`src/rtl/fir_pkg.sv`:
```
// Shared constants and coefficient-FSM encoding for the FIR front end.
package fir_pkg;

  localparam int FIR_NUM_TAP = 10;
  localparam int FIR_DATA_W  = 16;
  localparam int FIR_CLK_DIV = 40;
  localparam int FIR_ADDR_W  = 4;

  // Coefficient FSM encoding, kept as plain constants for legacy tools.
  localparam logic [0:0] COEFF_IDLE    = 1'b0;
  localparam logic [0:0] COEFF_PENDING = 1'b1;

  // True when a coefficient address selects a real tap.
  function automatic logic tap_in_range(input int addr, input int num_tap);
    return (addr >= 0) && (addr < num_tap);
  endfunction

endpackage

```
`src/rtl/fir_sample_strobe_gen.sv`:
```
// Sample-rate divider: counts 0..CLK_DIV-1 and emits a one-cycle strobe
// in the cycle following the boundary edge (counter == CLK_DIV-2).
module fir_sample_strobe_gen
  import fir_pkg::*;
#(
  parameter int CLK_DIV = FIR_CLK_DIV
) (
  input  logic clk,
  input  logic rst,
  output logic boundary,
  output logic en_sample
);

  localparam int CNT_W = (CLK_DIV > 1) ? $clog2(CLK_DIV) : 1;
  localparam logic [CNT_W-1:0] CNT_LAST  = CNT_W'(CLK_DIV - 1);
  localparam logic [CNT_W-1:0] CNT_BOUND = CNT_W'(CLK_DIV - 2);

  logic [CNT_W-1:0] cnt_q, cnt_d;
  logic             en_sample_q, en_sample_d;

  // The edge that samples cnt_q == CLK_DIV-2 is the boundary edge.
  assign boundary  = (cnt_q == CNT_BOUND);
  assign en_sample = en_sample_q;

  // Next counter value and strobe: strobe follows the boundary edge by one cycle.
  always_comb begin
    cnt_d       = (cnt_q == CNT_LAST) ? '0 : cnt_q + CNT_W'(1);
    en_sample_d = boundary;
  end

  // Divider state.
  // NOTE: sequential blocks use <= so every flop samples pre-edge values.
  always_ff @(posedge clk or posedge rst) begin
    if (rst) begin
      cnt_q       <= '0;
      en_sample_q <= 1'b0;
    end else begin
      cnt_q       <= cnt_d;
      en_sample_q <= en_sample_d;
    end
  end

endmodule

```
`src/rtl/fir_input_ctrl.sv`:
```
// FIR front end: sample strobe, ADC sample retiming onto the strobe,
// shadow/active coefficient banks committed only on sample boundaries,
// and sticky overrun/underrun/bad-address status.
module fir_input_ctrl
  import fir_pkg::*;
#(
  parameter int CLK_DIV = FIR_CLK_DIV,
  parameter int NUM_TAP = FIR_NUM_TAP,
  parameter int DATA_W  = FIR_DATA_W,
  parameter int ADDR_W  = FIR_ADDR_W
) (
  input  logic                      iClk_12M,
  input  logic                      iRst,
  input  logic                      iAdcValid,
  input  logic [DATA_W-1:0]         iAdcData,
  input  logic                      iCoeffValid,
  output logic                      oCoeffReady,
  input  logic [ADDR_W-1:0]         iCoeffAddr,
  input  logic [DATA_W-1:0]         iCoeffData,
  input  logic                      iCoeffCommit,
  input  logic                      iClrStatus,
  output logic                      oEnSample_300k,
  output logic [DATA_W-1:0]         oFirIn,
  output logic [NUM_TAP*DATA_W-1:0] oCoeffBus,
  output logic                      oCoeffUpdated,
  output logic                      oOverrun,
  output logic                      oUnderrun,
  output logic                      oBadAddr
);

  logic boundary;

  // Sample path state.
  logic [DATA_W-1:0] pend_q, pend_d;
  logic              pend_valid_q, pend_valid_d;
  logic [DATA_W-1:0] fir_in_q, fir_in_d;
  logic              overrun_evt, underrun_evt;

  // Coefficient state; tap k sits at bits [DATA_W*k +: DATA_W].
  logic [NUM_TAP-1:0][DATA_W-1:0] shadow_q, shadow_d;
  logic [NUM_TAP-1:0][DATA_W-1:0] active_q, active_d;
  logic [0:0]                     state_q, state_d;
  logic                           updated_q, updated_d;
  logic                           coeff_ready, wr_fire, wr_ok, bad_evt;

  // Sticky status.
  logic overrun_q, overrun_d;
  logic underrun_q, underrun_d;
  logic bad_addr_q, bad_addr_d;

  fir_sample_strobe_gen #(
    .CLK_DIV (CLK_DIV)
  ) u_strobe (
    .clk       (iClk_12M),
    .rst       (iRst),
    .boundary  (boundary),
    .en_sample (oEnSample_300k)
  );

  // Sample retiming: boundary consumes the old pending value before a
  // coincident ADC sample replaces it, so that case is not an overrun.
  always_comb begin
    // NOTE: every combinational output gets a default first so no latch is inferred.
    pend_d       = pend_q;
    pend_valid_d = pend_valid_q;
    fir_in_d     = fir_in_q;
    if (boundary) begin
      if (pend_valid_q) fir_in_d = pend_q;
      pend_valid_d = 1'b0;
    end
    if (iAdcValid) begin
      pend_d       = iAdcData;
      pend_valid_d = 1'b1;
    end
    overrun_evt  = iAdcValid && pend_valid_q && !boundary;
    underrun_evt = boundary && !pend_valid_q;
  end

  // Coefficient write port and commit FSM.
  always_comb begin
    coeff_ready = (state_q == COEFF_IDLE);
    wr_fire     = iCoeffValid && coeff_ready;
    wr_ok       = wr_fire && tap_in_range(int'(iCoeffAddr), NUM_TAP);
    bad_evt     = wr_fire && !wr_ok;
    shadow_d    = shadow_q;
    active_d    = active_q;
    updated_d   = 1'b0;
    state_d     = state_q;
    for (int k = 0; k < NUM_TAP; k++) begin
      if (wr_ok && (int'(iCoeffAddr) == k)) shadow_d[k] = iCoeffData;
    end
    case (state_q)
      COEFF_IDLE: begin
        if (iCoeffCommit) state_d = COEFF_PENDING;
      end
      COEFF_PENDING: begin
        if (boundary) begin
          active_d  = shadow_q;
          updated_d = 1'b1;
          state_d   = COEFF_IDLE;
        end
      end
      default: state_d = COEFF_IDLE;
    endcase
  end

  // Sticky flags: a same-cycle event wins over a clear.
  always_comb begin
    overrun_d  = (overrun_q  && !iClrStatus) || overrun_evt;
    underrun_d = (underrun_q && !iClrStatus) || underrun_evt;
    bad_addr_d = (bad_addr_q && !iClrStatus) || bad_evt;
  end

  // All state, including both coefficient banks.
  // NOTE: the banks are reset because a reset must leave no stale or partial coefficient set.
  always_ff @(posedge iClk_12M or posedge iRst) begin
    if (iRst) begin
      pend_q       <= '0;
      pend_valid_q <= 1'b0;
      fir_in_q     <= '0;
      shadow_q     <= '0;
      active_q     <= '0;
      state_q      <= COEFF_IDLE;
      updated_q    <= 1'b0;
      overrun_q    <= 1'b0;
      underrun_q   <= 1'b0;
      bad_addr_q   <= 1'b0;
    end else begin
      pend_q       <= pend_d;
      pend_valid_q <= pend_valid_d;
      fir_in_q     <= fir_in_d;
      shadow_q     <= shadow_d;
      active_q     <= active_d;
      state_q      <= state_d;
      updated_q    <= updated_d;
      overrun_q    <= overrun_d;
      underrun_q   <= underrun_d;
      bad_addr_q   <= bad_addr_d;
    end
  end

  assign oCoeffReady   = coeff_ready;
  assign oFirIn        = fir_in_q;
  assign oCoeffBus     = active_q;
  assign oCoeffUpdated = updated_q;
  assign oOverrun      = overrun_q;
  assign oUnderrun     = underrun_q;
  assign oBadAddr      = bad_addr_q;

endmodule

```
`config.mk`:
```
export PLATFORM = sky130hd
export DESIGN_NAME = fir_input_ctrl
export DESIGN_NICKNAME = d
export VERILOG_FILES = /design/src/rtl/fir_pkg.sv /design/src/rtl/fir_sample_strobe_gen.sv /design/src/rtl/fir_input_ctrl.sv
export SDC_FILE = /design/constraint.sdc
export NUM_CORES = 1
export LEC_CHECK = 0
export ABC_CLOCK_PERIOD_IN_PS = 16340
export CAP_MARGIN = 20
export CORE_MARGIN = 1.5
export CORE_UTILIZATION = 50
export CTS_BUF_LIST = sky130_fd_sc_hd__clkbuf_2 sky130_fd_sc_hd__clkbuf_4 sky130_fd_sc_hd__clkbuf_8
export DETAILED_ROUTE_END_ITERATION = 12
export DONT_BUFFER_PORTS = 1
export MAX_ROUTING_LAYER = met4
export RECOVER_POWER = 50
export SETUP_SLACK_MARGIN = 0.5
export SLEW_MARGIN = 20
export SYNTH_ARGS = -nofsm -noshare
export SYNTH_HDL_FRONTEND = slang
export SYNTH_SLANG_ARGS = --single-unit
```
`constraint.sdc`:
```
create_clock -name iClk_12M -period 16.34 [get_ports iClk_12M]
set_input_delay 2.451 -clock iClk_12M [delete_from_list [all_inputs] [get_ports iClk_12M]]
set_output_delay 2.451 -clock iClk_12M [all_outputs]
set_load 0.05 [all_outputs]
```
==> flow_summary.toml, run 1 <==
[critical_path]
end_kind = "asynchronous set/reset pin"
crit_fanout = 148
start_kind = "primary input"
crit_required_ns = 16.92
r2r_cells = 6
crit_arrival_ns = 7.92
path_class = "primary input to asynchronous set/reset pin"

[clock_network]
cts_root_buf = "clkbuf_8"
cts_sinks = 365
htreeDepth = 2
cts_inserted_buffers = 59
holdBufCountCts = 0
post_cts_resized = 0
insertion_delay_ns = 0.58
cts_setup_buffers = 0
cts_tree = "yes"
cts_buffer_depth = 3
clkSlewWorstSetupHoldPaths_ns = 0.06

[timing]
tns_ns = 0
period_needed_ns = 7.34
rsz0062_at_grt = "no"
relSlewSlack_pct = -317
setup_viol = 0
min_period_over_period_pct = 44.9
finalMaxSlewViolations = 217
max_freq_ghz = 0.136
skew_ns = 0.0207
finalHoldViolCount = 0
max_slew.worst_pin.slew_ns = 6.23

[finish]
fin_util_pct = 56.5
final_common_cell = "dfrtp_1"
final_cell_mix = "365 x dfrtp_1, 272 x mux2_2, 80 x mux2_1"
area_growth_pct = 11.2
fin_nets = 884
layout-drive-gt1-share_pct = 43.6
n_antenna_cell = 0

[synth]
yosys.area.top_type_share_pct = 66.8
ys_seq_elements = 365
synthFlopType = "dfrtp_1"
synth_cells = 819
synth.distinct_cells = 32
synth_edf_count = 0
synth_area_per_cell_sq_um = 16.7
ys_seq_area_share_pct = 66.8
synthArstFlopShare_pct = 100
yosysWarnings = 0
synth_largest_area_cell = "dfrtp_1"
synth_area_sq_um = 13700
synth.net_count = 863
synthTopCellsByArea = "dfrtp_1 67%, mux2_2 22%, mux2_1 6.6%"

[place]
place.port_buffers = 0
gp_congestion = 0.751
hpwl_um = 18400

[die]
die_w_um = 168
die-area_sq_um = 28300
ios = 224
coreArea_sq_um = 26900
initial_core_util_pct = 50.8
die_height_um = 168
num_rows = 60

[drt]
wl_met2_um = 14400
viasPerCell = 5.54
postRouteAntennaNets = 0
drc = 0
highest_layer = "met4"
wl_met3_um = 2430
drt_iter0_markers = 264
wl_um = 28500
route.layer.met1.wl_um = 11000
routedWlPerCell_um = 23.2
first_pass_iters = 6
vias = 6797

[global_routing]
antenna_found_initial = 0
grt_pass1_vias = 7525
grt-ovfl-total = 0
grt_usage_pct = 21.3
grt_pass1_wl_um = 44600
grt_max_degree = 149

[power_and_ir_drop]
powerDensity_nw_per_um2 = 124
ir_worst_vdd_uv = 55.7
p_leak_nw = 7.77

[hold_path]
hp-class = "flip-flop to flip-flop"
hold_path_depth = 1

[status]
outcome = "finished, violations left"
violations = "max-capacitance violations, max-slew violations"

[flow_run]
max-cap-violations = 2
==> metal layers <==
metal | track usage [%] | up-vias
li1 | - | 2931
met4 | 6.37 | 0
met1 | 24.4 | 3622
met3 | 7.87 | 49
met2 | 35.0 | 195
met5 | - | -
==> path summary, 6_finish.rpt <==
| path | slack, ns | to | startpoint |
|---|---|---|---|
| setup / recovery | 9.00 | oCoeffBus[96] | iRst |
| hold / removal | 0.48 | oCoeffBus[151] | shadow_q[151] |
| setup reg to reg | 9.57 | oCoeffBus[116] | u_strobe.cnt_q[3] |
| hold reg to reg | 0.48 | oCoeffBus[151] | shadow_q[151] |
| max in group iClk_12M | 9.57 | oCoeffBus[116] | u_strobe.cnt_q[3] |
| min in group asynchronous | 3.67 | oCoeffBus[158] | iRst |
==> report_power, final <==
part | switching, W | internal, W | total [W]
Sequential | 0.0000664 | 0.000937 | 0.00100
Combinational | 0.0000250 | 0.0000244 | 0.0000494
Clock | 0.000337 | 0.000490 | 0.000827
Total | 0.000428 | 0.00145 | 0.00188
==> worst max-delay path, cell delays in order <==
cell        delay [ns]
clkinvlp_2        3.38
buf_4             1.09
buf_4             0.79
==> sequential cells by signal, summed over array words and instances (netlist names), 6 cells and up <==
register        cells
shadow_q          160
u_strobe.cnt_q      6
oFirIn             16
pend_q             16
oCoeffBus         160
==> cells in the mapped netlist, drive strengths merged (2+ instances only) <==
cell	n
mux2	352
nor2b	3
clkbuf	2
nor3	2
and4	2
o21ai	2
buf	47
nand2	4
inv	9
nand3	5
ha	2
nor2	7
dfrtp	365
nand4b	3
a21oi	2
==> kinds of logic (layout without fill, tap and decap cells) <==
logic type	Yosys count	after routing	share of synthesized area [%]
buffers and inverters	58	126	2.03
AOI/OAI and AO/OA	8	8	0.394
and+or+nand+nor	32	32	1.42
xor gates and xnor gates	2	2	0.128
adders and majority gates	2	2	0.183
muxes	352	352	29.0
DFF	365	365	66.8
==> through the flow <==
stage	instances	area, sq um	setup WS, ns	power [W]	hold WS [ns]
CTS	1225	15200	11.99	0.00190	0.488
global route	1228	15200	7.81	0.00196	0.504
detailed placement	1117	13900	11.36	0.00107	0.473
global placement	1117	13900	11.51	0.00107	0.460
finish	1228	15200	9.00	0.00188	0.485
floorplan	819	13700	3.76	0.00106	0.443
==> area by class of cell <==
cell class,instances,area (sq um)
Tap cell,341,427
Fill cell,2144,11700
Sequential cell,365,9130
Multi-Input combinational cell,396,4250
Clock inverter,6,61.3
Clock buffer,102,1240
Timing Repair Buffer,9,48.8
Inverter,9,35.0
(Power assumes the default switching activity.)
==> run 2, diff against run 1 <==
ABC_CLOCK_PERIOD_IN_PS = 6400   (was 16340)
PLACE_DENSITY = 0.68   (was unset)
clock period = 6.4 ns   (was 16.34 ns; I/O delays follow)
==> run 2 against run 1 <==
The flow now finishes without violations; count of clock-buffer cells in the layout fell by 9; non-clock buffer count fell by 2; core utilization barely moved; via count rose by 0.53%; combinational power rose to 2.6 times the previous value; global-route usage rose by 0.17 points; total power rose to 2.5 times the previous value; critical path depth did not move; highest routed layer unchanged.
==> flow_summary.toml, run 2 (synthesis gave the netlist of run 1 again) <==
[drt]
viasPerCell = 5.60
vias = 6833
first_pass_iters = 5
routedWlPerCell_um = 23.4
postRouteAntennaNets = 0
wl_um = 28600
drc = 0
drt_iter0_markers = 389

[finish]
area_growth_pct = 11.1
layout-drive-gt1-share_pct = 43.4
n_antenna_cell = 0
final_common_cell = "dfrtp_1"
final_cell_mix = "365 x dfrtp_1, 271 x mux2_2, 81 x mux2_1"
fillers = 2085
fin_cells = 1221
fin_nets = 878

[global_routing]
grt_max_degree = 163
grt_usage_pct = 21.5
antenna_found_initial = 0
grt-ovfl-total = 0
grt_pass1_vias = 7601
grt_pass1_wl_um = 44900

[critical_path]
end_kind = "flip-flop"
max_stage_delay_ns = 0.88
path_class = "flip-flop to flip-flop"
crit_arrival_ns = 2.90
critical_path.cell_chain = "nor2b_1 -> nand4b_1 -> mux2_2"
critical-path-top-delay-family = "simple AND/OR/NAND/NOR gates"
crit_fanout = 16
slowest_stage = "nand4b_1"
start_kind = "flip-flop"
r2r_slack_ns = 3.94
crit_required_ns = 6.84
crit_buf_inv = 0

[timing]
finalHoldViolCount = 0
setup_ws_ns = 3.94
setup_viol = 0
max_slew.worst_pin.slew_ns = 1.29
hold_slack_ns = 0.475
max_freq_ghz = 0.407
finalMaxSlewViolations = 0
min_period_over_period_pct = 38.4
relSlewSlack_pct = 13.9
rsz0062_at_grt = "no"
tns_ns = 0
skew_ns = 0.0221
period_needed_ns = 2.46

[clock_network]
holdBufCountCts = 0
cts_inserted_buffers = 55
htreeDepth = 2
cts_tree = "yes"
cts_root_buf = "clkbuf_8"
insertion_delay_ns = 0.58
cts_buffer_depth = 3
cts_sinks = 365
cts_setup_buffers = 0
clkSlewWorstSetupHoldPaths_ns = 0.06
post_cts_resized = 0

[die]
die-area_sq_um = 28300
num_rows = 60
coreArea_sq_um = 26900
initial_core_util_pct = 50.8
ios = 224
die_height_um = 168
die_w_um = 168

[place]
place_ws_ns = 3.42
gp_congestion = 0.771
place.port_buffers = 0
hpwl_um = 18400
dp_cells = 1117

[power_and_ir_drop]
ir_worst_vdd_uv = 190
powerDensity_nw_per_um2 = 311
p_leak_nw = 7.74

[hold_path]
hp-class = "primary input to flip-flop"

[status]
outcome = "finished, final reports clean"

[flow_run]
max-cap-violations = 0
run 2: cell count changes in the layout (fill, tap and decap cells not counted), sizes merged:
cell | before | now
clkbuf | 107 | 96
clkinv | 4 | 6
clkinvlp | 2 | 5
bufinv | 1 | 0
run 2: area by class of cell:
| cell class | count | area, sq um | area share, % |
|---|---|---|---|
| Tap cell | 341 | 427 | 2.81 |
| Sequential cell | 365 | 9130 | 60.1 |
| Clock buffer | 93 | 1190 | 7.85 |
| Clock inverter | 10 | 60.1 | 0.395 |
| Timing Repair Buffer | 7 | 78.8 | 0.519 |
| Inverter | 9 | 35.0 | 0.231 |
| Multi-Input combinational cell | 396 | 4260 | 28.1 |
run 2: layer usage:
metal  vias up  global-route usage (%)  part of all wire [%]
met4         0                    6.87                   2.6
li1       2919                       -                     -
met5         -                       -                     0
met1      3633                    25.4                    40
met3        53                    6.93                   7.9
met2       228                    34.9                    49
run 2: final timing paths:
kind | startpoint | end | cells after the start
max | state_q | shadow_q[40] | 3
min | iAdcValid | pend_valid_q | 1
max reg2reg | state_q | shadow_q[40] | 3
min reg2reg | shadow_q[17] | oCoeffBus[17] | 1
max in group asynchronous | iRst | shadow_q[73] | 3
min in group asynchronous | iRst | pend_q[2] | 2
run 2: through the flow:
stage / total power, W / cell area (sq um) / utilization, %
floorplan: 0.00270 / 13700 / -
global placement: 0.00272 / 13900 / 51.9
detailed placement: 0.00274 / 13900 / 51.9
CTS: 0.00478 / 15200 / 56.5
global route: 0.00491 / 15200 / 56.5
finish: 0.00473 / 15200 / 56.5
run 2: power breakdown:
part           internal (W)  switching [W]
registers           0.00239       0.000171
logic             0.0000637      0.0000647
clock network       0.00117       0.000864
